`src/rtl/scandoubler_ctrl_if.sv`:
```
// Bus bundle between the scandoubler controller and its line buffer / video output stage.
// The master modport is the controller side; slave is the consumer side.
interface scandoubler_ctrl_if;
    logic       csync;
    logic       scanlines;
    logic       wr_en;
    logic [9:0] wr_addr;
    logic [9:0] rd_addr;
    logic       hs_out;
    logic       vs_out;
    logic       de_out;
    logic       scan_dark;
    logic [9:0] line_cnt;
    logic       locked;

    modport master (
        input  csync, scanlines,
        output wr_en, wr_addr, rd_addr, hs_out, vs_out, de_out, scan_dark, line_cnt, locked
    );

    modport slave (
        output csync, scanlines,
        input  wr_en, wr_addr, rd_addr, hs_out, vs_out, de_out, scan_dark, line_cnt, locked
    );
endinterface

```
`src/rtl/scandoubler_ctrl.sv`:
```
// Scandoubler timing controller: composite-sync decode, line-buffer addressing, doubled timing.
// Define SCANDOUBLER_SCANLINES_EN to enable the scanline flop and scan_dark output.
module scandoubler_ctrl #(
    parameter int unsigned LINE_LEN  = 414,
    parameter int unsigned VSYNC_THR = 90,
    parameter int unsigned HDE_START = 64,
    parameter int unsigned HDE_END   = 364,
    parameter int unsigned VDE_START = 16,
    parameter int unsigned VDE_END   = 296,
    parameter int unsigned HS_START  = 384
) (
    input  logic                      clk,
    input  logic                      reset_n,
    input  logic                      ce_2pix,
    scandoubler_ctrl_if.master        bus
);

    localparam logic [8:0] SdLast   = 9'(LINE_LEN - 1);
    localparam logic [7:0] VsThr    = 8'(VSYNC_THR);
    localparam logic [8:0] HdeStart = 9'(HDE_START);
    localparam logic [8:0] HdeEnd   = 9'(HDE_END);
    localparam logic [9:0] VdeStart = 10'(VDE_START);
    localparam logic [9:0] VdeEnd   = 10'(VDE_END);
    localparam logic [8:0] HsStart  = 9'(HS_START);

    typedef enum logic [1:0] {StActive, StSync, StVsync} state_e;

    state_e     state_q, state_d;
    logic [7:0] sync_len_q, sync_len_d;
    logic       csync_prev_q;
    logic [8:0] sd_col_q;
    logic [9:0] zx_col_q;
    logic [9:0] line_cnt_q;
    logic       bank_q;
    logic       hs_q, vs_q, de_q, locked_q;
    logic       rise, line_end, sd_clr, vs_enter, h_de, v_de;

    always_comb begin
        rise       = bus.csync & ~csync_prev_q & (state_q != StActive);
        line_end   = rise & (state_q == StSync);
        sd_clr     = line_end | (sd_col_q == SdLast);
        vs_enter   = (state_q == StSync) & ~bus.csync & (sync_len_q == VsThr);
        h_de       = (sd_col_q >= HdeStart) & (sd_col_q < HdeEnd);
        v_de       = (line_cnt_q >= VdeStart) & (line_cnt_q < VdeEnd);
        sync_len_d = bus.csync ? 8'd0 : ((sync_len_q == 8'hff) ? 8'hff : sync_len_q + 8'd1);
        state_d    = state_q;
        unique case (state_q)
            StActive: if (!bus.csync) state_d = StSync;
            StSync:   if (bus.csync) state_d = StActive;
                      else if (sync_len_q == VsThr) state_d = StVsync;
            StVsync:  if (bus.csync) state_d = StActive;
            default:  state_d = StActive;
        endcase
    end

`ifdef SCANDOUBLER_SCANLINES_EN
    logic scanline_q, scan_dark_q;
`endif

    always_ff @(posedge clk) begin
        if (!reset_n) begin
            state_q      <= StActive;
            sync_len_q   <= '0;
            csync_prev_q <= 1'b1;
            sd_col_q     <= '0;
            zx_col_q     <= '0;
            line_cnt_q   <= '0;
            bank_q       <= 1'b0;
            hs_q         <= 1'b0;
            vs_q         <= 1'b0;
            de_q         <= 1'b0;
            locked_q     <= 1'b0;
`ifdef SCANDOUBLER_SCANLINES_EN
            scanline_q   <= 1'b0;
            scan_dark_q  <= 1'b0;
`endif
        end else if (ce_2pix) begin
            state_q      <= state_d;
            sync_len_q   <= sync_len_d;
            csync_prev_q <= bus.csync;
            sd_col_q     <= sd_clr ? 9'd0 : sd_col_q + 9'd1;
            zx_col_q     <= line_end ? 10'd0 : zx_col_q + 10'd1;
            if (rise) bank_q <= ~bank_q;

            // A vsync entry and a rising edge cannot share a tick (csync differs).
            if (vs_enter)  line_cnt_q <= '0;
            else if (rise) line_cnt_q <= line_cnt_q + 10'd1;

            if (vs_enter)       vs_q <= 1'b1;
            else if (bus.csync) vs_q <= 1'b0;

            hs_q <= (sd_col_q >= HsStart);
            de_q <= h_de & v_de;

            if (vs_enter)                   locked_q <= (line_cnt_q[9:8] != 2'b00);
            else if (sync_len_d == 8'hff)   locked_q <= 1'b0;
`ifdef SCANDOUBLER_SCANLINES_EN
            if (vs_enter)    scanline_q <= 1'b0;
            else if (sd_clr) scanline_q <= ~scanline_q;
            scan_dark_q <= bus.scanlines & scanline_q;
`endif
        end
    end

    assign bus.wr_en    = ce_2pix & zx_col_q[0];
    assign bus.wr_addr  = {bank_q, zx_col_q[9:1]};
    assign bus.rd_addr  = {~bank_q, sd_col_q};
    assign bus.hs_out   = hs_q;
    assign bus.vs_out   = vs_q;
    assign bus.de_out   = de_q;
    assign bus.line_cnt = line_cnt_q;
    assign bus.locked   = locked_q;
`ifdef SCANDOUBLER_SCANLINES_EN
    assign bus.scan_dark = scan_dark_q;
`else
    assign bus.scan_dark = 1'b0;
`endif

endmodule
```
`src/flat_wrapper.sv`:
```
// flat-port wrapper written by rule: the top's interface ports become plain ports
module scandoubler_ctrl_flat 
#(
    parameter int unsigned LINE_LEN  = 414,
    parameter int unsigned VSYNC_THR = 90,
    parameter int unsigned HDE_START = 64,
    parameter int unsigned HDE_END   = 364,
    parameter int unsigned VDE_START = 16,
    parameter int unsigned VDE_END   = 296,
    parameter int unsigned HS_START  = 384
)
  (clk, reset_n, ce_2pix, bus_csync, bus_scanlines, bus_wr_en, bus_wr_addr, bus_rd_addr, bus_hs_out, bus_vs_out, bus_de_out, bus_scan_dark, bus_line_cnt, bus_locked);
  scandoubler_ctrl_if bus_i ();
  input  logic clk;
  input  logic reset_n;
  input  logic ce_2pix;
  input wire logic [$bits(bus_i.csync)-1:0] bus_csync;
  input wire logic [$bits(bus_i.scanlines)-1:0] bus_scanlines;
  output wire logic [$bits(bus_i.wr_en)-1:0] bus_wr_en;
  output wire logic [$bits(bus_i.wr_addr)-1:0] bus_wr_addr;
  output wire logic [$bits(bus_i.rd_addr)-1:0] bus_rd_addr;
  output wire logic [$bits(bus_i.hs_out)-1:0] bus_hs_out;
  output wire logic [$bits(bus_i.vs_out)-1:0] bus_vs_out;
  output wire logic [$bits(bus_i.de_out)-1:0] bus_de_out;
  output wire logic [$bits(bus_i.scan_dark)-1:0] bus_scan_dark;
  output wire logic [$bits(bus_i.line_cnt)-1:0] bus_line_cnt;
  output wire logic [$bits(bus_i.locked)-1:0] bus_locked;
  assign bus_i.csync = bus_csync;
  assign bus_i.scanlines = bus_scanlines;
  assign bus_wr_en = bus_i.wr_en;
  assign bus_wr_addr = bus_i.wr_addr;
  assign bus_rd_addr = bus_i.rd_addr;
  assign bus_hs_out = bus_i.hs_out;
  assign bus_vs_out = bus_i.vs_out;
  assign bus_de_out = bus_i.de_out;
  assign bus_scan_dark = bus_i.scan_dark;
  assign bus_line_cnt = bus_i.line_cnt;
  assign bus_locked = bus_i.locked;
  scandoubler_ctrl #(.LINE_LEN(LINE_LEN), .VSYNC_THR(VSYNC_THR), .HDE_START(HDE_START), .HDE_END(HDE_END), .VDE_START(VDE_START), .VDE_END(VDE_END), .HS_START(HS_START)) u_core (.clk(clk), .reset_n(reset_n), .ce_2pix(ce_2pix), .bus(bus_i));
endmodule
```
`config.mk`:
```
export PLATFORM = sky130hd
export DESIGN_NAME = scandoubler_ctrl_flat
export DESIGN_NICKNAME = d
export VERILOG_FILES = /design/src/rtl/scandoubler_ctrl_if.sv /design/src/rtl/scandoubler_ctrl.sv /design/src/flat_wrapper.sv
export SDC_FILE = /design/constraint.sdc
export NUM_CORES = 1
export LEC_CHECK = 0
export BUFFER_PORTS_ARGS = -buffer_cell sky130_fd_sc_hd__buf_4
export CAP_MARGIN = 20
export CORE_UTILIZATION = 30
export CTS_BUF_LIST = sky130_fd_sc_hd__clkbuf_4
export DETAILED_ROUTE_END_ITERATION = 10
export PLACE_DENSITY_LB_ADDON = 0.05
export SLEW_MARGIN = 10
export SYNTH_ARGS = -nofsm -noshare
export SYNTH_HDL_FRONTEND = slang
export SYNTH_SLANG_ARGS = --single-unit
```
`constraint.sdc`:
```
create_clock -name clk -period 1.71 [get_ports clk]
set_input_delay 0.2565 -clock clk [delete_from_list [all_inputs] [get_ports clk]]
set_output_delay 0.2565 -clock clk [all_outputs]
set_load 0.05 [all_outputs]
```
Yosys cells after proc, flatten, opt, wreduce, memory -nomap -nowiden
Cells that the tools add are included.
{"block": "totals", "memories": 0, "wordCells": 68, "rom_bits": 0, "reg_bits": 45, "latchBits": 0, "ram_bits": 0, "out_inout_bits": 36}
{"block": "op_classes", "n_eq_ne": 9, "order_cmp": 5, "bitwise_logic": 13, "n_reduce_logical": 11, "addsub": 4, "shift": 0, "muxes": 15, "n_mul": 0, "div": 0}
{"operator": "10-bit two-way mux", "n": 3}
{"operator": "10-bit by 1-bit adder with 10-bit output, second input constant", "n": 2}
{"operator": "8-bit == test, second input constant", "n": 2}
{"operator": "8-bit two-way mux", "n": 2}
{"operator": "10-bit by 5-bit greater-or-equal comparator with 1-bit output, second input constant", "n": 1}
{"operator": "10-bit by 9-bit less-than comparator with 1-bit output, second input constant", "n": 1}
{"operator": "2-bit nonzero test", "n": 5}
{"operator": "9-bit by 1-bit adder with 9-bit output, second input constant", "n": 1}
{"operator": "1-bit bitwise AND", "n": 9}
{"operator": "9-bit == test, second input constant", "n": 1}
{"operator": "9-bit by 7-bit greater-or-equal comparator with 1-bit output, second input constant", "n": 1}
{"operator": "9-bit greater-or-equal comparator, second input constant", "n": 1}
{"operator": "9-bit less-than comparator, second input constant", "n": 1}
{"operator": "9-bit two-way mux", "n": 1}
{"operator": "8-bit by 1-bit adder with 8-bit output, second input constant", "n": 1}
{"operator": "8-bit by 7-bit == test with 1-bit output, second input constant", "n": 1}
{"operator": "2-bit two-way mux", "n": 4}
{"operator": "2-bit AND reduction", "n": 4}
{"operator": "2-bit case mux with 3 select lines", "n": 1}
{"operator": "1-bit two-way mux", "n": 4}
{"operator": "2-bit != test, second input constant", "n": 2}
{"operator": "4-bit AND reduction", "n": 1}
{"operator": "3-bit != test, second input constant", "n": 1}
{"operator": "1-bit NOT", "n": 3}
{"operator": "4 further kinds", "n": 4}

Depth between registers and ports, before layout
{"block": "logic_depth", "depth_word": 6, "depth_mapped": 7}

Worst setup path before layout
OpenSTA, ideal clock, no wires.
{"block": "synth_path", "path_type": "register to register", "start": "reg u_core.sd_col_q[2]", "end": "reg u_core.sd_col_q[0]", "period_less_slack_ns": 1.733, "t_required_ns": 1.584, "slack_ns": -0.023, "arrival_time_ns": 1.608, "stages_incl_launch_ff": 6, "setup_ns": 0.126, "n_path_buf": 0, "cell_sequence": "dfxtp_1 -> nand3_1 -> nor4_1 -> nand2_1 -> o21bai_2 -> nor2_1"}
{"block": "synth_between", "elab_chain_len": 3}
{"item": "start, declared", "line": "scandoubler_ctrl.sv:31", "rtl": "logic [8:0] sd_col_q;"}
{"item": "start signal, assigned", "line": "scandoubler_ctrl.sv:81", "rtl": "sd_col_q <= sd_clr ? 9'd0 : sd_col_q + 9'd1;"}
{"item": "9-bit == test", "line": "scandoubler_ctrl.sv:41", "rtl": "sd_clr = line_end | (sd_col_q == SdLast);"}
{"item": "1-bit OR", "line": "scandoubler_ctrl.sv:41"}
{"item": "9-bit two-way mux", "line": "scandoubler_ctrl.sv:81"}
No other way between the ends.
A chain may end at the register's enable or synchronous reset.

Worst setup path after layout
{"block": "layout_path", "start": "reg u_core.sync_len_q[2]", "end": "reg u_core.sync_len_q[7]"}
{"block": "layout_between", "elab_chain_len": 3, "elab_cells_between_ends": 4, "classes_between": "1 x add/sub; 1 x eq/ne; 2 x mux"}
{"item": "start, declared", "line": "scandoubler_ctrl.sv:29", "rtl": "logic [7:0] sync_len_q, sync_len_d;"}
{"item": "start signal, assigned", "line": "scandoubler_ctrl.sv:79", "rtl": "sync_len_q <= sync_len_d;"}
{"item": "8-bit by 1-bit adder with 8-bit output / 8-bit == test (equally long branches)", "line": "scandoubler_ctrl.sv:45", "rtl": "sync_len_d = bus.csync ? 8'd0 : ((sync_len_q == 8'hff) ? 8'hff : sync_len_q + 8'd1);"}
{"item": "8-bit two-way mux (*) (2 in a row)", "line": "scandoubler_ctrl.sv:45"}
Mark *: on every way between the ends. The rest lies on a longest branch, timed or not.

==> Implementation_results.wiki <==
{| class="wikitable"
! Metric !! Value
|-
| Routed wirelength normalized by instance count || 12.8 µm
|-
| Final clock skew || 0.0137 ns
|-
| Power per cell area || 681 nW/µm²
|-
| Clock Sink Count || 45
|-
| Dominant register cell in the synthesized netlist || dfxtp_1
|-
| Number of antenna violations at the first check in global routing || 0
|-
| Number of I/O pins || 41
|-
| Maximum fanout along the worst path || 8
|-
| Final worst setup slack || 0.142 ns
|-
| Top achievable clock speed || 638 MHz
|-
| Post-synthesis adder-cell area fraction || 0.0372
|-
| FFs w/ async S/R, synth || 0
|-
| Warning count from the yosys run || 0
|-
| ANT nets after route || 0
|-
| Global-route wire length before repair || 9030 µm
|-
| Cell accounting for the most synthesized area || dfxtp_1
|-
| Main combinational cell family by area after synthesis || simple AND/OR/NAND/NOR gates
|-
| Via count || 1,936
|-
| Class of the tightest hold or removal check || input pin to flop
|-
| Final Wtd Congestion || 0.736
|-
| Maximum root-to-sink buffer count || 2
|-
| Share of the synthesized area in the top cell type || 0.383
|-
| Storage cell area || 907 µm²
|-
| HPWL Detailed || 3800 µm
|-
| Num CTS Buffers || 5
|-
| Clock root buffer || clkbuf_4
|-
| Start of the worst register-to-register path || u_core.sync_len_q[2]
|-
| Detailed-router iteration count before antenna repair || 4
|-
| Run status || finished clean
|-
| Share of the yosys chip area belonging to registers || 0.383
|-
| GR Overflow Total || 0
|-
| Simple-gate portion of the synthesized area || 0.265
|-
| Net count after synthesis || 279
|-
| Post-Synthesis Mean Instance Area || 8.82 µm²
|-
| Critical setup path kind || flop to flop
|-
| Overall routed net length || 5290 µm
|-
| Fill cells || 766
|-
| Maximum number of pins on one net before global-route repair || 25
|-
| # rows || 31
|-
| Final hold violation count || 0
|-
| Area of the core || 7410 µm²
|-
| Initial core utilization || 0.318
|-
| Fin crit share || 0.917
|-
| Footprint of the multi-input gates || 1310 µm²
|-
| Full die area || 8210 µm²
|-
| EDFF count, synth || 0
|-
| Synthesized area || 2350 µm²
|-
| Number of DRC violations after detailed-routing iteration 0 || 54
|-
| Setup repair after global routing missed its margin || yes
|-
| H-tree depth reported by CTS || 2
|-
| Worst Path Arrival || 1.85 ns
|-
| CTS tree || yes
|-
| Synthesis-to-layout area growth || 22.2%
|-
| Clock period minus final worst setup slack || 1.57 ns
|-
| Distinct cell type count after synthesis || 56
|-
| Post-CTS clock slew at the launch and capture registers of the worst setup and hold paths || 0.15 ns
|-
| Syn Inst Count || 267
|-
| Die Y-Extent || 90.6 µm
|-
| DRC || 0
|-
| Buffers on Ports || 38
|-
| Synthesized-area fraction occupied by xor and xnor cells || 0.0893
|-
| Post-Place Setup Slack || 0.0668 ns
|-
| Average via count per standard cell || 4.70
|-
| Fraction of final layout cells sized beyond drive strength 1 || 0.265
|-
| Data required time of the worst path || 1.99 ns
|-
| Cts-stage hold buffer count || 0
|-
| Yosys reg bits || 45
|-
| Dominant cells by area after synthesis || dfxtp_1 (38%), xor2_1 (6.7%), nor2_1 (5.1%), buf_4 (4.1%), ha_1 (3.7%)
|-
| Post-layout net count || 324
|-
| # Max-Cap Violations || 0
|-
| Final max-slew violation count || 0
|-
| Global-route usage over all layers || 0.136
|-
| Launching element type of the critical path || flop
|-
| Antenna cell count || 0
|-
| Worst VDD drop || 0.000285 V
|-
| Clock Latency Late Sink || 0.36 ns
|-
| Share of the synthesized area in compound gates (AO/OA/AOI/OAI) || 0.148
|-
| Portion of netlist area occupied by mux cells || 0.00850
|-
| Leakage Power || 1.16 nW
|-
| Aggregate negative setup slack || 0 ns
|-
| Number of global-route vias before repair || 1,809
|-
| Worst setup path start || u_core.sync_len_q[2]
|-
| Chip width || 90.6 µm
|-
| Crit path capture type || flop
|-
| Launch point of the worst hold path || reset_n
|-
| Final number of setup-violating endpoints || 0
|}
-- worst paths after layout --
| kind | endpoint | slack [ns] | depth (start not counted) |
|---|---|---|---|
| worst min register to register | u_core.bus.vs_out | 0.47 | 2 |
| worst min-delay path | u_core.csync_prev_q | 0.22 | 2 |
| worst max-delay path | u_core.sync_len_q[7] | 0.14 | 5 |
| worst max register to register | u_core.sync_len_q[7] | 0.14 | 5 |
-- critical path, cell delays in order (launching register included) --
cell	delay [ns]
dfxtp_1	0.55
nand4_1	0.17
nor2_1	0.24
buf_4	0.16
a41oi_1	0.10
o221a_2	0.25
-- power by group --
group	switching (mW)	leakage, nW	internal (mW)	total (mW)
sequential	0.0198	0.365	1.06	1.08
combinational	0.115	0.748	0.0622	0.177
clock	0.374	0.0459	0.328	0.702
-- layer usage --
layer	vias up	part of all wire	global-route usage
li1	1014	-	-
met3	5	0.035	0.0328
met4	0	0.013	0.0444
met1	887	0.52	0.193
met2	30	0.43	0.199
met5	-	0	0
-- synth_stat cells (all sizes together), types with 2 or more instances --
master and count:
a2111oi 2, a211oi 2, a21boi 5, a21o 2, a21oi 9, a32oi 2, and2 3, and3 6
buf 16, clkbuf 3, dfxtp 45, ha 7, inv 8, mux2i 2, nand2 23, nand2b 2
nand3 10, nand4 13, nor2 32, nor2b 9, nor3 4, nor4 3, o21ai 11, o221a 2
or3 3, xnor2 6, xor2 18
-- through the flow --
stage	cells	hold WS [ns]	total power, mW	util	area [µm²]
detailed placement	404	0.461	1.28	0.375	2780
global route	412	0.211	2.05	0.388	2880
floorplan	267	0.423	1.22	-	2360
finish	412	0.223	1.96	0.388	2880
global placement	404	0.457	1.29	0.375	2780
CTS	412	0.212	1.99	0.386	2860
-- timing repair --
item	CTS	global route
endpoints found under the hold margin	0	0
gates resized for setup	0	8
buffers inserted	0	0
endpoints found under the setup margin	0	12
-- layout by cell type (no fill, tap or decap), drive strengths merged, types with 2 or more instances in the layout --
cell and instances:
a2111oi 2, a211oi 2, a21boi 5, a21o 2, a21oi 9, a32oi 2, and2 3, and3 6
buf 57, clkbuf 6, dfxtp 45, ha 7, inv 8, mux2i 2, nand2 23, nand2b 2
nand3 10, nand4 13, nor2 32, nor2b 9, nor3 4, nor4 3, o21ai 11, o221a 2
or3 3, xnor2 6, xor2 18
-- sequential cells by signal, summed over array words and instances (netlist names) --
signal               count
u_core.bus.vs_out        1
u_core.bus.line_cnt     10
u_core.zx_col_q         10
u_core.sync_len_q        8
u_core.csync_prev_q      1
u_core.bus.hs_out        1
u_core.bank_q            1
u_core.state_q           2
u_core.bus.locked        1
u_core.bus.de_out        1
u_core.sd_col_q          9
-- logic make-up (layout without fill, tap and decap cells) --
logic type / count (synthesis) / in the layout
other cells: 1 / 1
xor+xnor: 24 / 24
mux: 2 / 2
compound gates: 47 / 47
buf+inv: 27 / 73
simple gates: 114 / 114
flops: 45 / 45
fa+ha+maj: 7 / 7
-- layout make-up --
class,count,area share
clock buffers,6,0.0157
clock inverters,2,0.0135
inverters,8,0.0104
multi-input cells,195,0.453
well taps,99,0.0430
repair buffers,57,0.149
flip-flops and latches,45,0.315
Note: power is estimated with default switching activity, not from simulation.
